==> src/rtl/invalid_data_gen.sv <==
// invalid_data_gen: key-gated data path. Beats pass in clear only while
// unlocked; otherwise they are XORed with an LFSR-derived dummy word.
// Too many wrong keys latch the block into BLOCKED until reset.
module invalid_data_gen #(
  parameter int unsigned WIDTH     = 64,
  parameter logic [63:0] KEY       = 64'h0,
  parameter logic [31:0] SEED      = 32'hACE1_0001,
  parameter int unsigned MAX_FAILS = 3,
  parameter bit          INV_UPPER = 1'b0
) (
  input  logic             Clk,
  input  logic             Rst_n,
  input  logic [63:0]      KeyIn,
  input  logic             KeyValid,
  input  logic [WIDTH-1:0] DataIn,
  input  logic             InValid,
  output logic             InReady,
  output logic [WIDTH-1:0] DataOut,
  output logic             OutValid,
  input  logic             OutReady,
  output logic             Unlocked,
  output logic             Blocked
);

  localparam int unsigned LFSR_W = 32;
  localparam int unsigned CNT_W  = 4;
  localparam int unsigned REPS   = WIDTH / LFSR_W;
  localparam int unsigned HALF   = WIDTH / 2;

  // Taps for x^32 + x^22 + x^2 + x + 1 on a left-shifting register.
  localparam logic [LFSR_W-1:0] TAP_MASK    = 32'h8020_0003;
  localparam logic [CNT_W-1:0]  CNT_SAT     = '1;
  localparam logic [CNT_W-1:0]  MAX_FAILS_C = CNT_W'(MAX_FAILS);

  localparam logic [1:0] ST_LOCKED   = 2'd0;
  localparam logic [1:0] ST_UNLOCKED = 2'd1;
  localparam logic [1:0] ST_BLOCKED  = 2'd2;

  // Reject parameterisations the datapath cannot support.
  if ((WIDTH < LFSR_W) || ((WIDTH % LFSR_W) != 0)) begin : g_bad_width
    $error("invalid_data_gen: WIDTH must be a multiple of 32, at least 32");
  end
  if ((MAX_FAILS < 1) || (MAX_FAILS > 15)) begin : g_bad_fails
    $error("invalid_data_gen: MAX_FAILS must be in 1..15");
  end
  if (SEED == 32'h0) begin : g_bad_seed
    $error("invalid_data_gen: SEED must be nonzero");
  end

  logic [1:0]        state_q, state_d;
  logic [CNT_W-1:0]  fail_cnt_q, fail_cnt_d;
  logic [LFSR_W-1:0] lfsr_q, lfsr_d;
  logic [WIDTH-1:0]  data_q, data_d;
  logic              valid_q, valid_d;
  logic              unlocked_q, blocked_q;

  logic              key_match_c;
  logic [CNT_W-1:0]  fail_inc_c;
  logic              in_ready_c;
  logic              accept_c;
  logic [LFSR_W-1:0] lfsr_next_c;
  logic [WIDTH-1:0]  dummy_c;

  assign key_match_c = (KeyIn == KEY);
  assign fail_inc_c  = (fail_cnt_q == CNT_SAT) ? fail_cnt_q : fail_cnt_q + CNT_W'(1);
  assign in_ready_c  = !valid_q || OutReady;
  assign accept_c    = InValid && in_ready_c;
  assign lfsr_next_c = {lfsr_q[LFSR_W-2:0], ^(lfsr_q & TAP_MASK)};

  // Dummy word: LFSR state tiled across the bus, upper half optionally inverted.
  always_comb begin
    dummy_c = {REPS{lfsr_q}};
    if (INV_UPPER) begin
      dummy_c[WIDTH-1:HALF] = ~dummy_c[WIDTH-1:HALF];
    end
  end

  // Lock FSM next state and fail counter.
  always_comb begin
    state_d    = state_q;
    fail_cnt_d = fail_cnt_q;
    case (state_q)
      ST_LOCKED: begin
        if (KeyValid) begin
          if (key_match_c) begin
            state_d = ST_UNLOCKED;
          end else begin
            fail_cnt_d = fail_inc_c;
            state_d    = (fail_inc_c == MAX_FAILS_C) ? ST_BLOCKED : ST_LOCKED;
          end
        end
      end
      ST_UNLOCKED: begin
        if (KeyValid && !key_match_c) begin
          fail_cnt_d = fail_inc_c;
          state_d    = (fail_inc_c == MAX_FAILS_C) ? ST_BLOCKED : ST_LOCKED;
        end
      end
      ST_BLOCKED: begin
        state_d = ST_BLOCKED;
      end
      default: begin
        state_d = ST_LOCKED;
      end
    endcase
  end

  // Output stage and LFSR: load on accept, drop valid once consumed.
  always_comb begin
    data_d  = data_q;
    valid_d = valid_q;
    lfsr_d  = lfsr_q;
    if (accept_c) begin
      valid_d = 1'b1;
      if (state_q == ST_UNLOCKED) begin
        data_d = DataIn;
      end else begin
        data_d = DataIn ^ dummy_c;
        lfsr_d = lfsr_next_c;
      end
    end else if (valid_q && OutReady) begin
      valid_d = 1'b0;
    end
  end

  // State registers.
  always_ff @(posedge Clk or negedge Rst_n) begin
    if (!Rst_n) begin
      state_q    <= ST_LOCKED;
      fail_cnt_q <= '0;
      lfsr_q     <= SEED;
      data_q     <= '0;
      valid_q    <= 1'b0;
      unlocked_q <= 1'b0;
      blocked_q  <= 1'b0;
    end else begin
      state_q    <= state_d;
      fail_cnt_q <= fail_cnt_d;
      lfsr_q     <= lfsr_d;
      data_q     <= data_d;
      valid_q    <= valid_d;
      unlocked_q <= (state_d == ST_UNLOCKED);
      blocked_q  <= (state_d == ST_BLOCKED);
    end
  end

  assign InReady  = in_ready_c;
  assign DataOut  = data_q;
  assign OutValid = valid_q;
  assign Unlocked = unlocked_q;
  assign Blocked  = blocked_q;

endmodule

==> config.mk <==
export PLATFORM = sky130hd
export DESIGN_NAME = invalid_data_gen
export DESIGN_NICKNAME = d
export VERILOG_FILES = /design/src/rtl/invalid_data_gen.sv
export SDC_FILE = /design/constraint.sdc
export NUM_CORES = 1
export LEC_CHECK = 0
export CORE_UTILIZATION = 43
export CTS_CLUSTER_DIAMETER = 200
export DETAILED_ROUTE_END_ITERATION = 10
export PLACE_DENSITY_LB_ADDON = 0.2
export SLEW_MARGIN = 20
export SYNTH_ARGS = -nofsm -noshare
export SYNTH_HDL_FRONTEND = slang
export SYNTH_SLANG_ARGS = --single-unit
export TNS_END_PERCENT = 10
==> constraint.sdc <==
create_clock -name Clk -period 1.8 [get_ports Clk]
set_clock_uncertainty 0.1 [all_clocks]
set_input_delay 0.18 -clock Clk [delete_from_list [all_inputs] [get_ports Clk]]
set_output_delay 0.18 -clock Clk [all_outputs]
set_load 0.05 [all_outputs]
# Word level (Yosys, flattened, before mapping)
# Index checks and enable logic that the tools add are counted.
[word_totals]
ramBits = 0
output_inout_bits = 68
latch_bits = 0
word_cells = 45
register_bits = 105
in_bits = 133
romBits = 0
mem_count = 0
[op_classes]
mul = 0
muxes = 13
n_eq_ne = 9
bitwise_logic = 2
n_lt_le_gt_ge = 0
div_mod_pow = 0
addsub = 1
shift = 0
n_reduce_logical = 13
[ops]
columns = ["cell", "count"]
rows = [
  ["64-bit logical NOT", 1],
  ["64-bit 2-to-1 mux", 1],
  ["64-bit bitwise XOR", 1],
  ["32-bit parity", 1],
  ["4-bit 2-to-1 mux", 4],
  ["2-bit 2-to-1 mux", 4],
  ["4-bit one-hot mux with 2 select lines", 1],
  ["2-bit inequality test, second input constant", 3],
  ["2-bit one-hot mux with 3 select lines", 1],
  ["4-bit by 1-bit adder with 4-bit output, second input constant", 1],
  ["2-bit by 1-bit == test with 1-bit output, second input constant", 2],
  ["2-bit == test, second input constant", 2],
  ["4-bit by 2-bit == test with 1-bit output, second input constant", 1],
  ["4-bit == test, second input constant", 1],
  ["4-bit AND reduction", 1],
  ["2-bit nonzero test", 2],
  ["1-bit logical AND", 3],
  ["1-bit logical NOT", 2],
  ["2-bit logical NOT", 1],
  ["1-bit 2-to-1 mux", 2],
  ["2-bit AND reduction", 1],
  ["1-bit logical OR", 1],
  ["1-bit inverter", 1],
]

# Longest topological paths before layout
# Gate-level depths: netlist of the first run.
[logic_depth]
ltp_word = 8
depth_mapped = 7

# Least setup slack after synthesis of the first run
# No wires, ideal clock.
[synth_path]
path_kind = "reg2reg"
from = "register valid_q, in the netlist OutValid"
to = "register lfsr_q[10]"
n_path_buf = 1
setup_ps = 125
path_slack_ps = -474
t_arrival_ps = 2049
required_time_ps = 1575
stages_incl_launch_ff = 6
cell_sequence = "dfrtp_1 -> nand2b_1 -> and2_1 -> nand2_1 -> buf_2 -> mux2_2"
[synth_via]
elab_chain_cells = 4
[synth_lines]
columns = ["item", "line", "source"]
rows = [
  ["start: declaration", "54", "logic valid_q, valid_d;"],
  ["start signal: assignment", "141", "valid_q <= valid_d;"],
  ["1-bit logical NOT", "66", "assign in_ready_c = !valid_q || OutReady;"],
  ["1-bit logical OR", "66", ""],
  ["via InReady", "17", "output logic InReady,"],
  ["1-bit logical AND", "67", "assign accept_c = InValid && in_ready_c;"],
  ["2-bit AND reduction (no line)", "n/a", ""],
  ["end signal: assignment", "139", "lfsr_q <= lfsr_d;"],
  ["end: declaration", "52", "logic [LFSR_W-1:0] lfsr_q, lfsr_d;"],
]
# The timed path passes the listed nets, and every way through them passes these cells.
# A chain may end at the register's enable or synchronous reset.

# Final worst setup path of the first run
[layout_path]
from = "input port KeyIn[37]"
to = "register fail_cnt_q[1]"
[layout_via]
elab_chain_cells = 5
word_cells_on_any_way = 6
[layout_lines]
columns = ["item", "line", "source"]
rows = [
  ["start: declaration", "13", "input logic [63:0] KeyIn,"],
  ["64-bit logical NOT (*)", "64", "assign key_match_c = (KeyIn == KEY);"],
  ["1-bit logical NOT", "94", "if (KeyValid && !key_match_c) begin"],
  ["1-bit logical AND", "94", ""],
  ["2-bit inequality test (no line)", "n/a", ""],
  ["4-bit AND reduction (no line) (*)", "n/a", ""],
  ["end signal: assignment", "138", "fail_cnt_q <= fail_cnt_d;"],
  ["end: declaration", "51", "logic [CNT_W-1:0] fail_cnt_q, fail_cnt_d;"],
]
# Every way passes the cells marked *; elsewhere a longest branch is shown, timed or not.

==> results.yml, run 1 <==
run_status:
  status: "complete, but fails checks"
  violations: "negative setup slack"
pwr:
  power.total_mw: 5.86
  p_leak_nw: 3.14
  power.density_nw_per_um2: 814
  p_sw_mw: 1.99
  comb_power_share: 0.289
  switching_share: 0.339
  seqPwrFrac: 0.452
  peakVddDrop_uv: 458
  clock_power_share: 0.259
  internal_power_mw: 3.87
routing:
  remaining_drc_errors: 0
  drtPass1Iterations: 4
  routed_wirelength_um: 11500
  drt_iter0_markers: 130
  via_per_inst: 4.92
  ant_nets: 0
  vias: 3834
  wl_per_cell_um: 14.8
synth:
  syn_avg_cell_area_um2: 10.8
  synthSimpleGateAreaFrac: 0.130
  synth_ff_type: "dfrtp_1"
  synth_top_family_by_area: "simple AND/OR/NAND/NOR gates"
  synth_compound_area_frac: 0.0716
  syn_area_um2: 4690
  synthAdderAreaFrac: 0.00267
  synth_fp_nets: 568
  ys_async_sr_fraction: 1.00
  synth.area.mux_share: 0.0838
  synth_edf_count: 0
  yosysSeqAreaShare: 0.563
  ys.warnings.count: 0
  ys_ff_latch: 105
  syn_inst: 434
  synth-xor-area-share: 0.129
  ys_types: 23
setup_path:
  path_cells: "clkdlybuf4s50_1, nor4_2, nand4_1, nor4_4, nor4bb_2, mux2_1"
  cp_slowest_cell: "clkdlybuf4s50_1"
  r2r_start: "fail_cnt_q[0]"
  end_kind: "flip-flop"
  cp_data_arrival_time_ns: 1.96
  crit_fanout: 4
  timing.rr.end: "fail_cnt_q[1]"
  start_kind: "primary input"
  worstPathRequired_ns: 1.94
  slowest_delay_ns: 0.43
  worst-r2r-setup-slack_ns: 0.06
  path_class: "in -> reg"
  r2r_cells: 4
floorplanning:
  core.rowCount: 37
  die_h_um: 106
  core_um2: 10500
  die-area_um2: 11300
  num_io_pins: 201
  die_w_um: 106
  floorplan.initialDensity: 0.448
layout:
  nets: 772
  finalCoreUtilization: 0.688
  drive_above_1_share: 0.154
  final_common_cell: "clkdlybuf4s50_1"
  areaGrowthSynthToFinish_pct: 53.5
  antenna_cells: 0
  fill_cells: 858
  fin_cells: 779
  final_cell_mix: "117 x clkdlybuf4s50_1, 95 x dfrtp_1, 68 x nor2_1"
timing:
  min_period_ns: 1.82
  max_freq_ghz: 0.549
  tightest_slew_ns: 0.524
  slew_headroom: 0.652
  fin_ws_ns: -0.0208
  rsz0062_at_grt: "yes"
  hold_viol: 0
  finalMaxSlewViolations: 0
  finalSetupViolations: 1
  min_period_over_period: 1.01
clock_network:
  cts_tree: "done"
  cts_made_buffers: 9
  clock_path_buffers: 2
  cts_setup_buffers: 0
  clk_latency_ns: 0.36
  cts.sink_count: 105
  h-tree-depth: 3
  clkTransAtPathRegs_ns: 0.11
  cts_root_buf: "clkbuf_8"
placed_design:
  port_buffers: 200
  dpl_worst_slack_ns: -0.506
  dp.final_hpwl_um: 8810
  placed_cells: 762
  routabilityCongestion: 0.841
global_route:
  grt_pass1_vias: 3948
  grt_pass1_wl_um: 18500
  grt_util_all_layers: 0.211
  antenna_found_initial: 0
  overflow: 0
  grt_start_max_net_pins: 77
flow_run:
  maxCapViolCount: 0
min_path:
  min_path_type: "in -> async"
-- per-layer routing --
layer,routed length (um),vias up,track usage
li1,-,1872,-
met2,5640,152,0.363
met1,4790,1792,0.258
met5,0,-,0
met4,208,0,0.0605
met3,892,18,0.0595
-- registers in the layout, summed over array words and instances, names as in the netlist --
signal      flops
fail_cnt_q      4
state_q         2
DataOut        64
OutValid        1
Blocked         1
lfsr_q         32
Unlocked        1
-- worst max-delay path by stage --
stage,start,end,slack [ns],cells after the start
after floorplan,OutValid,lfsr_q[10],-0.02,5
after global placement,KeyIn[42],fail_cnt_q[1],-0.47,6
after detailed placement,KeyIn[42],fail_cnt_q[1],-0.51,6
after CTS,DataOut[41],DataOut[41],0.002,1
after global routing,KeyIn[37],fail_cnt_q[1],-0.05,6
final,KeyIn[37],fail_cnt_q[1],-0.02,6
-- through the flow --
step	setup TNS, ns	instance area [um^2]	hold WS (ns)
3_5_place_dp	-3.20	6930	0.0359
5_1_grt	-0.139	7190	0.189
3_3_place_gp	-2.95	6930	0.0266
2_1_floorplan	-0.367	4690	-0.216
6_report	-0.0208	7190	0.169
4_1_cts	0	7100	0.174
-- cell type report --
type                            instances  area, um^2  share of cell area
Clock buffer                           11         141              0.0197
Clock inverter                          5        72.6              0.0101
Multi-Input combinational cell        307        2030               0.282
Sequential cell                       105        2640               0.367
Tap cell                              136         170              0.0237
Timing Repair Buffer                  215        2140               0.297
-- power by group through the flow --
stage               clock [mW]  sequential (mW)  combinational (mW)
floorplan                    0             3.37               0.292
global placement             0             2.69                1.78
detailed placement           0             2.70                1.81
CTS                       1.56             2.65                1.71
global route              1.66             2.67                1.80
finish                    1.52             2.65                1.70
-- synth_stat cells, drive strengths merged, types with 2 or more instances --
library cell,instances,area (um^2)
buf,9,42.5
dfrtp,96,2400
o31ai,2,15.0
nand2,34,128
nor4,17,121
xnor2,2,17.5
mux2,34,383
dfstp,9,236
nand2b,6,37.5
nor2,68,255
xor2,67,587
a21oi,64,320
nor3,2,10.0
nand4,6,37.5
clkbuf,13,48.8
-- repair_timing --
item	CTS	global route
resized for setup	53	26
pin swaps	1	12
setup endpoints to repair	55	8
endpoints found under the hold margin	47	0
cloned	0	0
hold buffers	1	0
-- critical path: cells and delay by family --
family                 cells  cell delay (ns)
buffers and inverters      1             0.43
multiplexers               1             0.33
AND/OR/NAND/NOR            4             1.02
-- cells by family (layout without fill, tap and decap cells) --
kind of cell             after synthesis  in the layout
adder cells (fa/ha/maj)                1              1
AND/OR/NAND/NOR                      136            136
flip-flops                           105            105
XOR/XNOR                              69             69
multiplexers                          35             35
AO/OA/AOI/OAI                         66             66
buffers and inverters                 22            231
Power figures use the tool's default switching activity.
==> run 2, diff against run 1 <==
--- a/config.mk
+++ b/config.mk
@@ -8,6 +8,8 @@
 export CORE_UTILIZATION = 43
 export CTS_CLUSTER_DIAMETER = 200
 export DETAILED_ROUTE_END_ITERATION = 10
+export GPL_ROUTABILITY_DRIVEN = 0
+export HOLD_SLACK_MARGIN = 0.12
 export PLACE_DENSITY_LB_ADDON = 0.2
 export SLEW_MARGIN = 20
 export SYNTH_ARGS = -nofsm -noshare
==> results of run 2 <==
No change in the layout: final DEF, timing and power equal those of run 1.
